--- src/rtl/matvec_job_arbiter.sv ---
// matvec_job_arbiter
//
// Purpose: shares one matvec8 engine (8x8 matrix, 8-vector) between NREQ
// requesters. Jobs are granted round-robin. A job either loads a new matrix
// plus a vector, or loads a vector only and reuses the resident matrix. The
// granted requester's input stream is muxed to the engine, and the engine's
// 8 results are routed back to that requester. The arbiter refuses a
// vector-only job unless that requester owns the matrix currently held in
// the engine.
//
// Ports:
//   clk, reset            clock; synchronous active-high reset (shared with engine)
//   job_req[NREQ]         level job request, held until job_ack or job_rej
//   job_new_matrix[NREQ]  1 = job loads matrix then vector, 0 = vector only
//   job_ack/job_rej       one-hot single-cycle accept / refuse pulses
//   in_valid/in_ready     per-requester input word handshake
//   in_data               packed input words, requester i at slice i
//   rsp_valid/rsp_ready   per-requester result handshake
//   rsp_data              result word, broadcast to all requesters
//   busy                  a job is in progress
//   eng_*                 streams to and from the matvec8 engine
//
// States:
//   IDLE  | arbitrate among job_req, issue one ack or rej per cycle
//   LOAD  | owner's input stream connected to engine input
//   DRAIN | engine results routed to owner until 8 are taken
module matvec_job_arbiter #(
  parameter int NREQ      = 2,
  parameter int WIDTH_IN  = 14,
  parameter int WIDTH_OUT = 28,
  parameter int SIZE_W    = 64,
  parameter int SIZE_X    = 8
) (
  input  logic                     clk,
  input  logic                     reset,
  input  logic [NREQ-1:0]          job_req,
  input  logic [NREQ-1:0]          job_new_matrix,
  output logic [NREQ-1:0]          job_ack,
  output logic [NREQ-1:0]          job_rej,
  input  logic [NREQ-1:0]          in_valid,
  output logic [NREQ-1:0]          in_ready,
  input  logic [NREQ*WIDTH_IN-1:0] in_data,
  output logic [NREQ-1:0]          rsp_valid,
  input  logic [NREQ-1:0]          rsp_ready,
  output logic [WIDTH_OUT-1:0]     rsp_data,
  output logic                     busy,
  output logic                     eng_input_valid,
  input  logic                     eng_input_ready,
  output logic [WIDTH_IN-1:0]      eng_input_data,
  output logic                     eng_new_matrix,
  input  logic                     eng_output_valid,
  output logic                     eng_output_ready,
  input  logic [WIDTH_OUT-1:0]     eng_output_data
);

  localparam int IW = (NREQ > 1) ? $clog2(NREQ) : 1;

  typedef enum logic [1:0] {
    IDLE  = 2'd0,
    LOAD  = 2'd1,
    DRAIN = 2'd2
  } state_t;

  state_t        state, state_nxt;
  logic [IW-1:0] rr_ptr, rr_nxt;
  logic [IW-1:0] owner, owner_nxt;
  logic [IW-1:0] mat_owner, mat_owner_nxt;
  logic          mat_valid, mat_valid_nxt;
  logic          nm, nm_nxt;
  logic [6:0]    word_cnt, word_cnt_nxt;
  logic [6:0]    word_last;
  logic [2:0]    res_cnt, res_cnt_nxt;
  logic          res_done;

  logic          cand_found;
  logic [IW-1:0] cand;
  logic [IW-1:0] idx_w;

  function automatic logic [IW-1:0] inc_mod(input logic [IW-1:0] v);
    return (v == IW'(NREQ - 1)) ? '0 : v + IW'(1);
  endfunction

  // First requesting index at or above rr_ptr, with wrap.
  always_comb begin
    cand_found = 1'b0;
    cand       = rr_ptr;
    idx_w      = rr_ptr;
    for (int k = 0; k < NREQ; k++) begin
      idx_w = IW'((int'(rr_ptr) + k) % NREQ);
      if (!cand_found && job_req[idx_w]) begin
        cand_found = 1'b1;
        cand       = idx_w;
      end
    end
  end

  assign word_last = nm ? 7'(SIZE_W + SIZE_X - 1) : 7'(SIZE_X - 1);

  always_comb begin
    state_nxt        = state;
    rr_nxt           = rr_ptr;
    owner_nxt        = owner;
    nm_nxt           = nm;
    mat_valid_nxt    = mat_valid;
    mat_owner_nxt    = mat_owner;
    word_cnt_nxt     = word_cnt;
    res_cnt_nxt      = res_cnt;
    res_done         = 1'b0;
    job_ack          = '0;
    job_rej          = '0;
    in_ready         = '0;
    rsp_valid        = '0;
    rsp_data         = '0;
    eng_input_valid  = 1'b0;
    eng_input_data   = '0;
    eng_new_matrix   = 1'b0;
    eng_output_ready = 1'b0;

    // Outputs are forced quiet during the reset cycle so a mid-job reset
    // cannot leak an ack or a result while the registers are being cleared.
    if (!reset) begin
      unique case (state)
        IDLE: begin
          if (cand_found) begin
            if (job_new_matrix[cand] || (mat_valid && (mat_owner == cand))) begin
              job_ack[cand] = 1'b1;
              owner_nxt     = cand;
              nm_nxt        = job_new_matrix[cand];
              word_cnt_nxt  = '0;
              res_cnt_nxt   = '0;
              state_nxt     = LOAD;
            end else begin
              job_rej[cand] = 1'b1;
              rr_nxt        = inc_mod(cand);
            end
          end
        end

        LOAD: begin
          eng_input_valid = in_valid[owner];
          in_ready[owner] = eng_input_ready;
          eng_input_data  = in_data[owner*WIDTH_IN +: WIDTH_IN];
          eng_new_matrix  = nm;
          if (in_valid[owner] && eng_input_ready) begin
            word_cnt_nxt = word_cnt + 7'd1;
            if (word_cnt == word_last) begin
              state_nxt = DRAIN;
              if (nm) begin
                mat_valid_nxt = 1'b1;
                mat_owner_nxt = owner;
              end
            end
          end
        end

        DRAIN: begin
          rsp_valid[owner] = eng_output_valid;
          eng_output_ready = rsp_ready[owner];
          rsp_data         = eng_output_data;
          if (eng_output_valid && rsp_ready[owner]) begin
            res_cnt_nxt = res_cnt + 3'd1;
            res_done    = (res_cnt == 3'(SIZE_X - 1));
            if (res_done) begin
              state_nxt = IDLE;
              rr_nxt    = inc_mod(owner);
            end
          end
        end

        default: state_nxt = IDLE;
      endcase
    end
  end

  assign busy = (state != IDLE) && !reset;

  always_ff @(posedge clk) begin
    if (reset) begin
      state     <= IDLE;
      rr_ptr    <= '0;
      owner     <= '0;
      mat_owner <= '0;
      mat_valid <= 1'b0;
      nm        <= 1'b0;
      word_cnt  <= '0;
      res_cnt   <= '0;
    end else begin
      state     <= state_nxt;
      rr_ptr    <= rr_nxt;
      owner     <= owner_nxt;
      mat_owner <= mat_owner_nxt;
      mat_valid <= mat_valid_nxt;
      nm        <= nm_nxt;
      word_cnt  <= word_cnt_nxt;
      res_cnt   <= res_cnt_nxt;
    end
  end

endmodule

--- config.mk ---
export PLATFORM = sky130hd
export DESIGN_NAME = matvec_job_arbiter
export DESIGN_NICKNAME = d
export VERILOG_FILES = /design/src/rtl/matvec_job_arbiter.sv
export SDC_FILE = /design/constraint.sdc
export NUM_CORES = 1
export LEC_CHECK = 0
export ABC_CLOCK_PERIOD_IN_PS = 3100
export CAP_MARGIN = 10
export CORE_ASPECT_RATIO = 0.8
export CORE_MARGIN = 4
export CORE_UTILIZATION = 36
export DETAILED_ROUTE_END_ITERATION = 7
export PLACE_DENSITY = 0.87
export SYNTH_ARGS = -nofsm -noshare
export SYNTH_HDL_FRONTEND = slang
export SYNTH_SLANG_ARGS = --single-unit
--- constraint.sdc ---
create_clock -name clk -period 3.1 [get_ports clk]
set_input_delay 0.62 -clock clk [delete_from_list [all_inputs] [get_ports clk]]
set_output_delay 0.62 -clock clk [all_outputs]
set_load 0.05 [all_outputs]
==> results by group <==
Run status
  • Status: finished, final reports clean

Clocking
  • CTS Buf Count: 3
  • CTS max path bufs: 2
  • CTS tree: built
  • # Post-CTS Setup Buffers: 0
  • Clock Root Buffer: clkbuf_8
  • Number of H-tree levels: 1
  • CTS Sinks: 17
  • Clock-pin transition on the worst setup and hold timing paths: 0.07 ns
  • Latest clock arrival within the worst-skew pair: 0.26 ns

GRT
  • Vias in the first global route: between 2,000 and 2,500
  • Global-route met3 utilization: 10.5%
  • Overall routing resource usage: 25.1%
  • M2 GR Usage: 46.7%
  • Antenna violations before repair: 0
  • GR peak layer: met2
  • M1 GR Usage: 26.4%
  • Largest net degree at the start of global routing: 34
  • Grt ovf: 0
  • First-pass GRT wire length: about 10 mm

Pwr
  • PwrDens: 280 nW/um^2
  • Seq pwr share: 26.3%
  • Static leakage: 0.00134 uW
  • Clk pwr share: about 18%
  • Gate power share: 55.9%
  • NetSw: 382 uW
  • Internal Power: roughly 580 uW
  • Sw frac: 39.7%
  • VDD IR max: 0.000211 V

Timing
  • Slew margin rel.: 53.8%
  • Setup violations, final: 0
  • Fin crit period: between 3 and 4 ns
  • Setup TNS: 0 ns
  • Final Max Slew Viols: 0
  • Final Skew: approximately 0.0044 ns
  • RSZ-0062 raised after global routing: true
  • Fmax: 323 MHz
  • Fin. Hold Viols: 0
  • Slew @ Worst Pin: 0.691 ns
  • Final Cycle Share: 99.9%

Setup path
  • CP max stage cell: clkdlybuf4s50_1
  • Worst path max stage delay: 0.55 ns
  • Worst r2r path cells: 5
  • WP data required: 2.48 ns
  • Worst reg2reg endpoint: mat_owner
  • Kind of critical path: primary input to output port
  • CP max FO: 3
  • Crit path capture type: output port
  • CP Cell Sequence: clkdlybuf4s50_1 > a21boi_2 > or3_4 > a211oi_4 > nand2_2 > nor2_2 > buf_12
  • R2r setup slk: 0.86 ns
  • CP startpoint kind: primary input
  • RR Startpoint: owner
  • Arr. time, crit path: 2.48 ns

Routing
  • Routed WL: 6.97 mm
  • DR vias: 2,055
  • DR DRC count: 0
  • Drt first pass iters: 5
  • DRT antenna net count: 0
  • WL/cell: between 15 and 20 um
  • Via density: 5.22
  • Initial DRC count: 115

Layout
  • Layout Nets: 409
  • Fraction of layout cells with a size suffix above 1: 25.8%
  • Ant diodes: 0
  • Syn-to-layout area delta: 123%
  • Core Util, Final: 82.4%

Placement
  • IO Port Bufs: 121
  • Detail Placement HPWL: 5.80 mm
  • Routability cong.: ~0.83

Synthesis
  • Post-synthesis mux area share: 11.8%
  • Most used DFF post-synth: dfxtp_1
  • Largest family of logic cells by synthesized area: simple AND/OR/NAND/NOR gates
  • Count leader, synth: nor2_1
  • Ys Warns: 0
  • Compound-gate portion of the synthesized area: between 10% and 20%
  • Synth Register Bits: 17
  • Post-Synth XOR/XNOR Area: less than 1%
  • Avg Cell Area, Syn: approximately 7.2 sq um
  • Synthesized cell area: around 1500 sq um
  • Simple-gate share of the synthesized area: 42.4%
  • Leading area contributor after synthesis: dfxtp_1
  • Post-Synth Adder-Cell Area: 2.43%
  • Post-Syn Instances: 215
  • Share of flip-flops with an asynchronous set or reset: 0%
  • Share of Yosys cell area claimed by the top area cell type: 22.0%
  • Post-synth top cells: 37 x nor2_1, 29 x and2_1, 17 x dfxtp_1
  • Distinct cells, synth: 38
  • Mapped Nets: 286
  • Number of synthesized flops with an enable pin: 0
  • Post-synthesis sequential area ratio: 22.0%
  • Synth area leaders: dfxtp_1 22%, and2_1 12%, mux2i_1 10%

Worst hold path
  • Hold Path Origin: mat_valid
  • WHS Path Cells: 2
  • Hold endpoint: mat_valid
  • Min-delay worst type: flip-flop to flip-flop

Floorplan
  • # rows: 21
  • I/O pins: 122
  • Die span in y: 66.6 um
  • Die area: 5420 sq um
  • Floorplan core area: approximately 4200 sq um
  • Die Width: roughly 81 um
  • Starting Density: 37.0%

Flow run
  • Maxcap violations: 0
## flip-flops by register name (all words and copies together), names as in the netlist
signal     count
rr_ptr         1
mat_owner      1
owner          1
nm             1
state          2
mat_valid      1
word_cnt       7
res_cnt        3
## cell families (layout without fill, tap and decap cells)
family,Yosys count,count (layout)
flops,17,17
mux,18,18
simple gates,124,124
buf+inv,20,142
fa+ha+maj,3,3
xor+xnor,1,1
compound gates,32,32
## power groups by stage
stage	Combinational (uW)	Clock [uW]	Sequential [uW]
floorplan	262	0	241
global placement	514	0	255
detailed placement	529	0	257
CTS	530	171	252
global route	565	184	255
finish	538	172	253
## cells in the final DEF (no fill, tap or decap), types with 4 or more instances in the layout
cell             instances
a21oi_1                  5
nand2b_1                 5
inv_1                    7
and2_1                  29
nand3b_1                 5
buf_4                   12
nand3_1                  6
nand2_1                 12
and3_1                   4
nor2_1                  36
buf_12                  52
clkdlybuf4s50_1         67
nor3_1                  10
mux2i_1                 16
o21ai_0                 10
a31oi_1                  6
dfxtp_1                 17
## worst max path at each step
| stage | cells after the start | from | to |
|---|---|---|---|
| 2_1_floorplan | 5 | job_req[0] | job_ack[0] |
| 3_3_place_gp | 7 | job_req[1] | job_rej[1] |
| 3_5_place_dp | 7 | job_req[1] | job_rej[1] |
| 4_1_cts | 7 | job_req[1] | job_rej[1] |
| 5_1_grt | 7 | job_req[1] | job_rej[1] |
| 6_report | 7 | job_req[1] | job_rej[1] |
## layer usage
metal	share of wire (%)	vias up
li1	-	987
met5	0	-
met1	33	943
met2	56	114
met4	1.0	0
met3	10	11
## what timing repair did
action,CTS,global route
hold buffers,0,0
gates resized for setup,0,6
endpoints found under the setup margin,0,4
## worst max-delay path, delay by kind of cell
family | cells | cell delay, ns
and+or+nand+nor | 3 | 0.74
buffers and inverters | 2 | 0.72
AOI/OAI and AO/OA | 2 | 0.39
## per-stage QoR
| step | setup WS (ns) | power, uW | hold slack (ns) | cell area (sq um) | instances |
|---|---|---|---|---|---|
| 2_1_floorplan | 0.0417 | 503 | 0.463 | 1550 | 215 |
| 3_3_place_gp | 0.124 | 769 | 0.505 | 3380 | 390 |
| 3_5_place_dp | 0.0421 | 785 | 0.514 | 3380 | 390 |
| 4_1_cts | 0.0321 | 954 | 0.527 | 3420 | 394 |
| 5_1_grt | -0.0407 | 1000 | 0.541 | 3440 | 394 |
| 6_report | 0.00296 | 963 | 0.531 | 3440 | 394 |
## area by class of cell
cell class / instances / area, sq um
multi-input cells: 178 / 1160
repair buffers: 131 / 1800
flip-flops and latches: 17 / 340
well taps: 57 / 71.3
fillers: 217 / 733
inverters: 7 / 26.3
clock inverters: 1 / 5.00
clock buffers: 3 / 41.3
Power figures use the tool's default switching activity.
